==> src/rtl/bram_rw_if.sv <==
// Bundles the engine's software-facing control/status and its BRAM port.
// The slave side is the engine; the master side is software plus the RAM.
interface bram_rw_if #(
  parameter int DATA_W = 32,
  parameter int ADDR_W = 32
);
  localparam int BYTES = DATA_W / 8;

  logic              start;
  logic              abort;
  logic [1:0]        mode;
  logic [ADDR_W-1:0] start_addr;
  logic [31:0]       len;
  logic [DATA_W-1:0] seed;
  logic [DATA_W-1:0] step;
  logic              busy;
  logic              done;
  logic              error;
  logic [DATA_W-1:0] rd_sum;

  logic              bram_rst;
  logic              bram_en;
  logic [BYTES-1:0]  bram_we;
  logic [ADDR_W-1:0] bram_addr;
  logic [DATA_W-1:0] bram_wrdata;
  logic [DATA_W-1:0] bram_rddata;

  modport master (
    output start, abort, mode, start_addr, len, seed, step, bram_rddata,
    input  busy, done, error, rd_sum,
    input  bram_rst, bram_en, bram_we, bram_addr, bram_wrdata
  );

  modport slave (
    input  start, abort, mode, start_addr, len, seed, step, bram_rddata,
    output busy, done, error, rd_sum,
    output bram_rst, bram_en, bram_we, bram_addr, bram_wrdata
  );
endinterface

==> src/rtl/bram_rw_engine.sv <==
// BRAM test engine: burst read, write or read-then-write over a byte range,
// with an arithmetic write pattern, a read checksum, abort and error status.
module bram_rw_engine #(
  parameter int DATA_W   = 32,
  parameter int ADDR_W   = 32,
  parameter int READ_LAT = 1
) (
  input  logic     clk,
  input  logic     rst_n,
  bram_rw_if.slave bus
);

  localparam int BYTES   = DATA_W / 8;
  localparam int ALIGN_B = $clog2(BYTES);

  typedef enum logic [2:0] {
    S_IDLE,
    S_READ,
    S_DRAIN,
    S_WRITE,
    S_FIN
  } state_t;

  state_t            state_q, state_d;
  logic [1:0]        mode_q;
  logic [31:0]       n_q;
  logic [31:0]       cnt_q;
  logic              error_q;
  logic [READ_LAT-1:0] vld_p;
  logic [DATA_W-1:0] rd_sum_q;

  logic [ADDR_W-1:0] base_q;
  logic [ADDR_W-1:0] addr_q;
  logic [DATA_W-1:0] wr_q;
  logic [DATA_W-1:0] step_q;

  logic              active;
  logic              accept;
  logic              abort_hit;
  logic              illegal;
  logic              last;
  logic [ADDR_W-1:0] base_in;
  logic [31:0]       n_in;

  function automatic logic req_illegal(input logic [1:0] m, input logic [31:0] l);
    return (m == 2'd3) || (l == 32'd0) || ((l % 32'(BYTES)) != 32'd0);
  endfunction

  assign active    = (state_q == S_READ) || (state_q == S_DRAIN) || (state_q == S_WRITE);
  assign accept    = (state_q == S_IDLE) && bus.start;
  assign abort_hit = active && bus.abort;
  assign illegal   = req_illegal(bus.mode, bus.len);
  assign last      = (cnt_q == 32'd1);
  assign base_in   = (bus.start_addr >> ALIGN_B) << ALIGN_B;
  assign n_in      = bus.len / 32'(BYTES);

  always_ff @(posedge clk or negedge rst_n) begin
    if (!rst_n) begin
      state_q <= S_IDLE;
    end else begin
      state_q <= state_d;
    end
  end

  always_comb begin
    state_d = state_q;
    case (state_q)
      S_IDLE: begin
        if (bus.start) begin
          if (illegal)               state_d = S_FIN;
          else if (bus.mode == 2'd1) state_d = S_WRITE;
          else                       state_d = S_READ;
        end
      end
      S_READ: begin
        if (bus.abort)  state_d = S_FIN;
        else if (last)  state_d = S_DRAIN;
      end
      S_DRAIN: begin
        if (bus.abort)  state_d = S_FIN;
        else if (last)  state_d = (mode_q == 2'd2) ? S_WRITE : S_FIN;
      end
      S_WRITE: begin
        if (bus.abort || last) state_d = S_FIN;
      end
      S_FIN:   state_d = S_IDLE;
      default: state_d = S_IDLE;
    endcase
  end

  // cnt_q holds the cycles remaining in the current burst or drain phase
  always_ff @(posedge clk or negedge rst_n) begin
    if (!rst_n) begin
      mode_q  <= 2'd0;
      n_q     <= 32'd0;
      cnt_q   <= 32'd0;
      error_q <= 1'b0;
    end else if (accept) begin
      mode_q  <= bus.mode;
      n_q     <= n_in;
      cnt_q   <= n_in;
      error_q <= illegal;
    end else begin
      if (abort_hit) error_q <= 1'b1;
      case (state_q)
        S_READ:  cnt_q <= last ? 32'(READ_LAT) : cnt_q - 32'd1;
        S_DRAIN: cnt_q <= last ? n_q : cnt_q - 32'd1;
        S_WRITE: cnt_q <= cnt_q - 32'd1;
        default: cnt_q <= cnt_q;
      endcase
    end
  end

  // read-return pipeline: vld_p[k] marks a word arriving k+1 cycles after its enable
  always_ff @(posedge clk or negedge rst_n) begin
    if (!rst_n) begin
      vld_p    <= '0;
      rd_sum_q <= '0;
    end else begin
      if (abort_hit) vld_p <= '0;
      else           vld_p <= (vld_p << 1) | READ_LAT'(state_q == S_READ);
      if (accept)
        rd_sum_q <= '0;
      else if (vld_p[READ_LAT-1] && !abort_hit)
        rd_sum_q <= rd_sum_q + bus.bram_rddata;
    end
  end

  // address and pattern generators; outputs are gated by state so no reset needed
  always_ff @(posedge clk) begin
    if (accept) begin
      base_q <= base_in;
      addr_q <= base_in;
      wr_q   <= bus.seed;
      step_q <= bus.step;
    end else begin
      if (state_q == S_READ || state_q == S_WRITE)
        addr_q <= addr_q + ADDR_W'(BYTES);
      if (state_q == S_DRAIN && state_d == S_WRITE)
        addr_q <= base_q;
      if (state_q == S_WRITE)
        wr_q <= wr_q + step_q;
    end
  end

  assign bus.busy        = active;
  assign bus.done        = (state_q == S_FIN);
  assign bus.error       = error_q;
  assign bus.rd_sum      = rd_sum_q;
  assign bus.bram_rst    = 1'b0;
  assign bus.bram_en     = (state_q == S_READ) || (state_q == S_WRITE);
  assign bus.bram_we     = (state_q == S_WRITE) ? '1 : '0;
  assign bus.bram_addr   = bus.bram_en ? addr_q : '0;
  assign bus.bram_wrdata = (state_q == S_WRITE) ? wr_q : '0;

endmodule

==> src/flat_wrapper.sv <==
// flat-port wrapper written by rule: the top's interface ports become plain ports
module bram_rw_engine_flat 
#(
  parameter int DATA_W   = 32,
  parameter int ADDR_W   = 32,
  parameter int READ_LAT = 1
)
  (clk, rst_n, bus_start, bus_abort, bus_mode, bus_start_addr, bus_len, bus_seed, bus_step, bus_bram_rddata, bus_busy, bus_done, bus_error, bus_rd_sum, bus_bram_rst, bus_bram_en, bus_bram_we, bus_bram_addr, bus_bram_wrdata);
  bram_rw_if #(.DATA_W(DATA_W), .ADDR_W(ADDR_W)) bus_i ();
  input  logic clk;
  input  logic rst_n;
  input wire logic [$bits(bus_i.start)-1:0] bus_start;
  input wire logic [$bits(bus_i.abort)-1:0] bus_abort;
  input wire logic [$bits(bus_i.mode)-1:0] bus_mode;
  input wire logic [$bits(bus_i.start_addr)-1:0] bus_start_addr;
  input wire logic [$bits(bus_i.len)-1:0] bus_len;
  input wire logic [$bits(bus_i.seed)-1:0] bus_seed;
  input wire logic [$bits(bus_i.step)-1:0] bus_step;
  input wire logic [$bits(bus_i.bram_rddata)-1:0] bus_bram_rddata;
  output wire logic [$bits(bus_i.busy)-1:0] bus_busy;
  output wire logic [$bits(bus_i.done)-1:0] bus_done;
  output wire logic [$bits(bus_i.error)-1:0] bus_error;
  output wire logic [$bits(bus_i.rd_sum)-1:0] bus_rd_sum;
  output wire logic [$bits(bus_i.bram_rst)-1:0] bus_bram_rst;
  output wire logic [$bits(bus_i.bram_en)-1:0] bus_bram_en;
  output wire logic [$bits(bus_i.bram_we)-1:0] bus_bram_we;
  output wire logic [$bits(bus_i.bram_addr)-1:0] bus_bram_addr;
  output wire logic [$bits(bus_i.bram_wrdata)-1:0] bus_bram_wrdata;
  assign bus_i.start = bus_start;
  assign bus_i.abort = bus_abort;
  assign bus_i.mode = bus_mode;
  assign bus_i.start_addr = bus_start_addr;
  assign bus_i.len = bus_len;
  assign bus_i.seed = bus_seed;
  assign bus_i.step = bus_step;
  assign bus_i.bram_rddata = bus_bram_rddata;
  assign bus_busy = bus_i.busy;
  assign bus_done = bus_i.done;
  assign bus_error = bus_i.error;
  assign bus_rd_sum = bus_i.rd_sum;
  assign bus_bram_rst = bus_i.bram_rst;
  assign bus_bram_en = bus_i.bram_en;
  assign bus_bram_we = bus_i.bram_we;
  assign bus_bram_addr = bus_i.bram_addr;
  assign bus_bram_wrdata = bus_i.bram_wrdata;
  bram_rw_engine #(.DATA_W(DATA_W), .ADDR_W(ADDR_W), .READ_LAT(READ_LAT)) u_core (.clk(clk), .rst_n(rst_n), .bus(bus_i));
endmodule
==> config.mk <==
export PLATFORM = sky130hd
export DESIGN_NAME = bram_rw_engine_flat
export DESIGN_NICKNAME = d
export VERILOG_FILES = /design/src/rtl/bram_rw_if.sv /design/src/rtl/bram_rw_engine.sv /design/src/flat_wrapper.sv
export SDC_FILE = /design/constraint.sdc
export NUM_CORES = 1
export LEC_CHECK = 0
export CAP_MARGIN = 10
export CORE_UTILIZATION = 54
export CTS_BUF_LIST = sky130_fd_sc_hd__clkbuf_4 sky130_fd_sc_hd__clkbuf_8
export CTS_CLUSTER_SIZE = 10
export DETAILED_ROUTE_END_ITERATION = 12
export PLACE_DENSITY = 0.95
export SLEW_MARGIN = 20
export SYNTH_ARGS = -nofsm -noshare
export SYNTH_HDL_FRONTEND = slang
export SYNTH_SLANG_ARGS = --single-unit
==> constraint.sdc <==
create_clock -name clk -period 4.2 [get_ports clk]
set_input_delay 0.84 -clock clk [delete_from_list [all_inputs] [get_ports clk]]
set_output_delay 0.84 -clock clk [all_outputs]
set_load 0.05 [all_outputs]
Yosys cells after proc, flatten, opt, wreduce, memory -nomap -nowiden
Index checks and enable logic that the tools add are counted.
Cells by class
  multiplexer cells: 27
  add/subtract/negate cells: 4
  reductions and logical operators: 20
  equality and inequality tests: 9
Operators with widths (number)
  32-bit 2-to-1 mux: 12
  32-bit one-hot mux with 3 select lines: 1
  32-bit adder: 2
  32-bit by 3-bit adder with 32-bit output, second input constant: 1
  32-bit by 1-bit equality test with 1-bit output, second input constant: 1
  32-bit logical NOT: 1
  32-bit nonzero test: 1
  32-bit by 1-bit subtractor with 32-bit output, second input constant: 1
  3-bit 2-to-1 mux: 8
  3-bit one-hot mux with 4 select lines: 1
  3-bit by 2-bit equality test with 1-bit output, second input constant: 3
  2-bit nonzero test: 4
  1-bit logical OR: 6
  2-bit equality test, second input constant: 2
  1-bit logical AND: 4
  4-bit 2-to-1 mux: 1
  4-bit nonzero test: 1
  3-bit by 1-bit equality test with 1-bit output, second input constant: 1
  3-bit equality test, second input constant: 1
  3-bit logical NOT: 1
  1-bit 2-to-1 mux: 3
  3-bit nonzero test: 1
  2-bit by 1-bit equality test with 1-bit output, second input constant: 1
  2-bit 2-to-1 mux: 1
  1-bit logical NOT: 1
Word-level totals
  output and inout bits: 105
  logic and storage cells: 72
  input port bits: 166
  bits in registers: 227

Logic depth before layout (Yosys ltp)
  depth in word-level cells: 10
  mapped depth: 13
  gate-level depth less buffers: 13

Worst setup path before layout
OpenSTA, ideal clock, no wires.
  path kind: input -> register
  start point: input bus_start
  end point: register u_core.base_q[10] (enable)
  buffers on the path: 3
  stages on the path: 6
  data required time: 3750 ps
  arrival time: 3713 ps
  library setup time: 450 ps
  path slack: 37 ps
  cell sequence: nor2b_1 > nand2_1 > clkinv_1 > clkbuf_1 > clkbuf_1 > buf_1
On the way
  longest elaborated chain between the ends: 1
Ends and longest elaborated chain
  start: declaration: line flat_wrapper.sv:12  | input wire logic [$bits(bus_i.start)-1:0] bus_start;
  1-bit logical AND: line bram_rw_engine.sv:50  | assign accept = (state_q == S_IDLE) && bus.start;
  net u_core.accept: line bram_rw_engine.sv:38  | logic accept;
  end signal: assignment: line bram_rw_engine.sv:132  | base_q <= base_in;
  end: declaration: line bram_rw_engine.sv:32  | logic [ADDR_W-1:0] base_q;
The timed path passes the listed nets, and every way through them passes these cells.
A chain may end at the register's enable or synchronous reset.

Worst setup path in the final report
  start point: register u_core.state_q[0]
  end point: output bus_bram_wrdata[1]
On the way
  longest elaborated chain between the ends: 2
Ends and longest elaborated chain
  start: declaration: line bram_rw_engine.sv:24  | state_t state_q, state_d;
  start signal: assignment: line bram_rw_engine.sv:61  | state_q <= state_d;
  3-bit by 2-bit equality test with 1-bit output: line bram_rw_engine.sv:154  | assign bus.bram_wrdata = (state_q == S_WRITE) ? wr_q : '0;
  32-bit 2-to-1 mux: line bram_rw_engine.sv:154
  end: declaration: line flat_wrapper.sv:28  | output wire logic [$bits(bus_i.bram_wrdata)-1:0] bus_bram_wrdata;
Every way passes these cells.

==> results.md <==
* Global Route Usage Sum at 0.299
* Worst-Margin Slew at 616 ps
* Layout fillers at 1,689
* Fmax achieved at 262 MHz
* CTS-repair resized insts at 0
* # rows at 57
* CP bufs+invs at 2
* Placement Setup Slack at 138 ps
* Worst Path Required at 3360 ps
* Combinational share of power at 0.327
* Dominant cell type by area after synthesis: edfxtp_1
* CP peak stage delay at 890 ps
* Register clock-pin slew on the reported worst setup and hold paths at 70 ps
* Layout cells sized above 1 at 0.0735
* Clock sinks at 227
* Routed via count at 12,800
* Crit-path max FO at 27
* DRT antenna net count at 0
* DRC at 0
* Final setup margin at 377 ps
* Seq pwr share at 0.416
* Pleak at 7.18 nW
* Cell Area, Synth at 13,700 sq um
* Maximum vdd drop at 0.232 mV
* Number of flops mapped to enable cells by yosys at 124
* RR Startpoint: u_core.step_q[6]
* Initial Util at 0.556
* Routed len/inst at 19.1 um
* NumNets Final at 1,956
* Design Area, Final at 17,400 sq um
* Synth async-reset ratio at 0.445
* Synthesized net count at 1,692
* Most numerous cell in the Yosys netlist: nand2_1
* Die Height at 161 um
* Slew Limit Fails at 0
* Root Buffer Master: clkbuf_8
* Setup Fix Bufs, Post-CTS at 0
* Seq/Total Area, Yosys at 0.461
* Final Critical Period at 3820 ps
* Initial antenna violation count at 1
* Critical-path cell list: nor2b_4 -> buf_4 -> nand2_1 -> nor2_1 -> clkdlybuf4s50_1
* Ys Warns at 0
* Reg2reg setup slack at 740 ps
* Vias in the first global route at 12,400
* Final TNS setup at 0 ps
* PortBufs at 267
* Synth Instances at 1,459
* Worst skew pair latency at 540 ps
* I/O pin total at 271
* Status: finished, final reports clean
* Vias per cell at 6.17
* CP top delay family: buffers and inverters
* Hold Buf Count CTS at 0
* Detail Placement HPWL at 27,600 um
* Slew margin rel. at 0.578
* Die width at 161 um
* Clock Skews at 28.9 ps
* Dpl cell area at 16,600 sq um
* Cts bufs inserted at 41
* DRT iter0 DRCs at 1,294
* Unique masters post-synth at 76
* TritonRoute pass-1 iters at 6
* Sw Pwr at 2.84 mW
* Critical path type: reg -> out
* Primary FF master, synth: edfxtp_1
* Cell area power density at 458 nW/um^2
* Total core area at 24,500 sq um
* First-pass GRT wire length at 62,500 um
* RSZ-0062 raised after global routing: false
* Die area at 25,900 sq um
* Yosys top cell area share at 0.273
* Worst EP arrival at 2980 ps
* CTS Buffer Depth at 3
* Grt total ovfl at 0
* GP Congestion at 0.923
* Setup Viol. Count Final at 0
* Final Routed Wirelength at 39,800 um
* Internal power at 5.15 mW
* Final Hold Viols at 0
* Mean cell area of the mapped netlist at 9.36 sq um
* Max-Cap Viols at 0
* Synth-to-layout area growth at 27.8%
* Crit path capture type: output pin
* Synth area leaders: edfxtp_1, dfrtp_1, nand2_1, ha_1, a21oi_1
* Synth cell count leaders: nand2_1, edfxtp_1, nor2_1
* Largest net degree at the start of global routing at 103
* Clock power share at 0.257
* Final Cycle Share at 0.910
* Setup crit start kind: flip-flop
* R2R depth at 11
* Hold Path Class: in -> async
* Reg-to-Reg End: u_core.wr_q[29]
* Yosys reg bits at 227
* H-tree levels at 2
* Switching share of power at 0.356
* Reg area at 6290 sq um
* CTS tree: done
* Slowest stage cell, crit path: clkdlybuf4s50_1
* Multi-input logic area at 6930 sq um
[area by class of cell]
cell class,instances,area share
multi-input combinational,1126,0.397
antenna,1,0.000143
clock inverter,13,0.00380
timing repair buffer,291,0.165
inverter,36,0.00803
tap,324,0.0232
clock buffer,61,0.0420
sequential,227,0.361
[per-stage QoR]
stage / power [mW] / utilization / instances / hold WS, ps
final: 7.99 / 0.711 / 2079 / 173
after global routing: 8.39 / 0.711 / 2078 / 179
after CTS: 7.96 / 0.711 / 2078 / 162
after detailed placement: 5.88 / 0.678 / 2004 / 463
after global placement: 5.71 / 0.678 / 2004 / 452
after floorplan: 5.07 / - / 1459 / 437
[cells by family after synthesis]
family	count (synthesis)	share of synthesized area
simple gates	576	0.201
compound gates	389	0.181
flops	227	0.461
buf+inv	106	0.0327
xor+xnor	75	0.0481
fa+ha+maj	67	0.0625
mux	18	0.0141
other cells	1	0.000275
[state kept, by name (all words and copies together), names as in the netlist]
register and cells:
u_core.step_q 32, u_core.base_q 30, u_core.bus.rd_sum 32, u_core.mode_q 2
u_core.bus.error 1, u_core.addr_q 32, u_core.n_q 30, u_core.vld_p 1
u_core.wr_q 32, u_core.cnt_q 32, u_core.state_q 3
[worst max-delay path by stage]
stage                     slack (ps)                    end  cells after the start          startpoint
after global placement           250  u_core.bus.rd_sum[28]                     14  bus_bram_rddata[0]
after CTS                        370         bus_bram_we[1]                      5   u_core.state_q[0]
after detailed placement         140  u_core.bus.rd_sum[28]                     14  bus_bram_rddata[0]
after floorplan                   40      u_core.base_q[10]                      6           bus_start
final                            380     bus_bram_wrdata[1]                      5   u_core.state_q[0]
after global routing             250         bus_bram_we[3]                      5   u_core.state_q[0]
[metal layers]
metal,GRT usage,vias to the layer above,wire (um)
met3,0.0681,126,3940
met2,0.516,767,19300
met4,0.117,2,1520
met5,0,-,13
met1,0.363,6126,15000
li1,-,5809,-
[power groups by stage]
stage                     registers, mW  logic, mW  clock network, mW
after floorplan                    3.30       1.77                  0
after global placement             3.30       2.42                  0
after detailed placement           3.34       2.55                  0
after CTS                          3.30       2.58               2.08
after global routing               3.36       2.85               2.18
final                              3.32       2.61               2.05
[placed cells by master, fill, tap and decap left out, types with 11 or more instances in the layout]
cell type,count
a21oi_1,110
nand3_1,39
nor3_1,21
ha_1,65
xnor2_1,36
inv_1,35
dfrtp_1,101
xor2_1,39
and2_1,37
a221o_1,17
a31oi_1,11
nand4_1,12
edfxtp_1,124
buf_4,23
o21ai_1,48
clkbuf_4,17
a211oi_1,19
o21ai_0,77
a21o_1,22
clkdlybuf4s50_1,266
and3_1,46
nand2_1,236
o21a_1,19
clkbuf_8,44
nor2b_1,12
nor2_1,112
[worst reg2reg max path, cell delays in order (launching register included)]
cell and delay [ps]:
edfxtp_1 410, ha_1 370, and4_1 270, nor4b_1 160, a211oi_1 520, o211ai_1 230, nor2b_1 190, a2111oi_0 480
o21bai_1 150, a21oi_1 190, xor2_1 150, o21ai_0 90
Power figures use the tool's default switching activity.
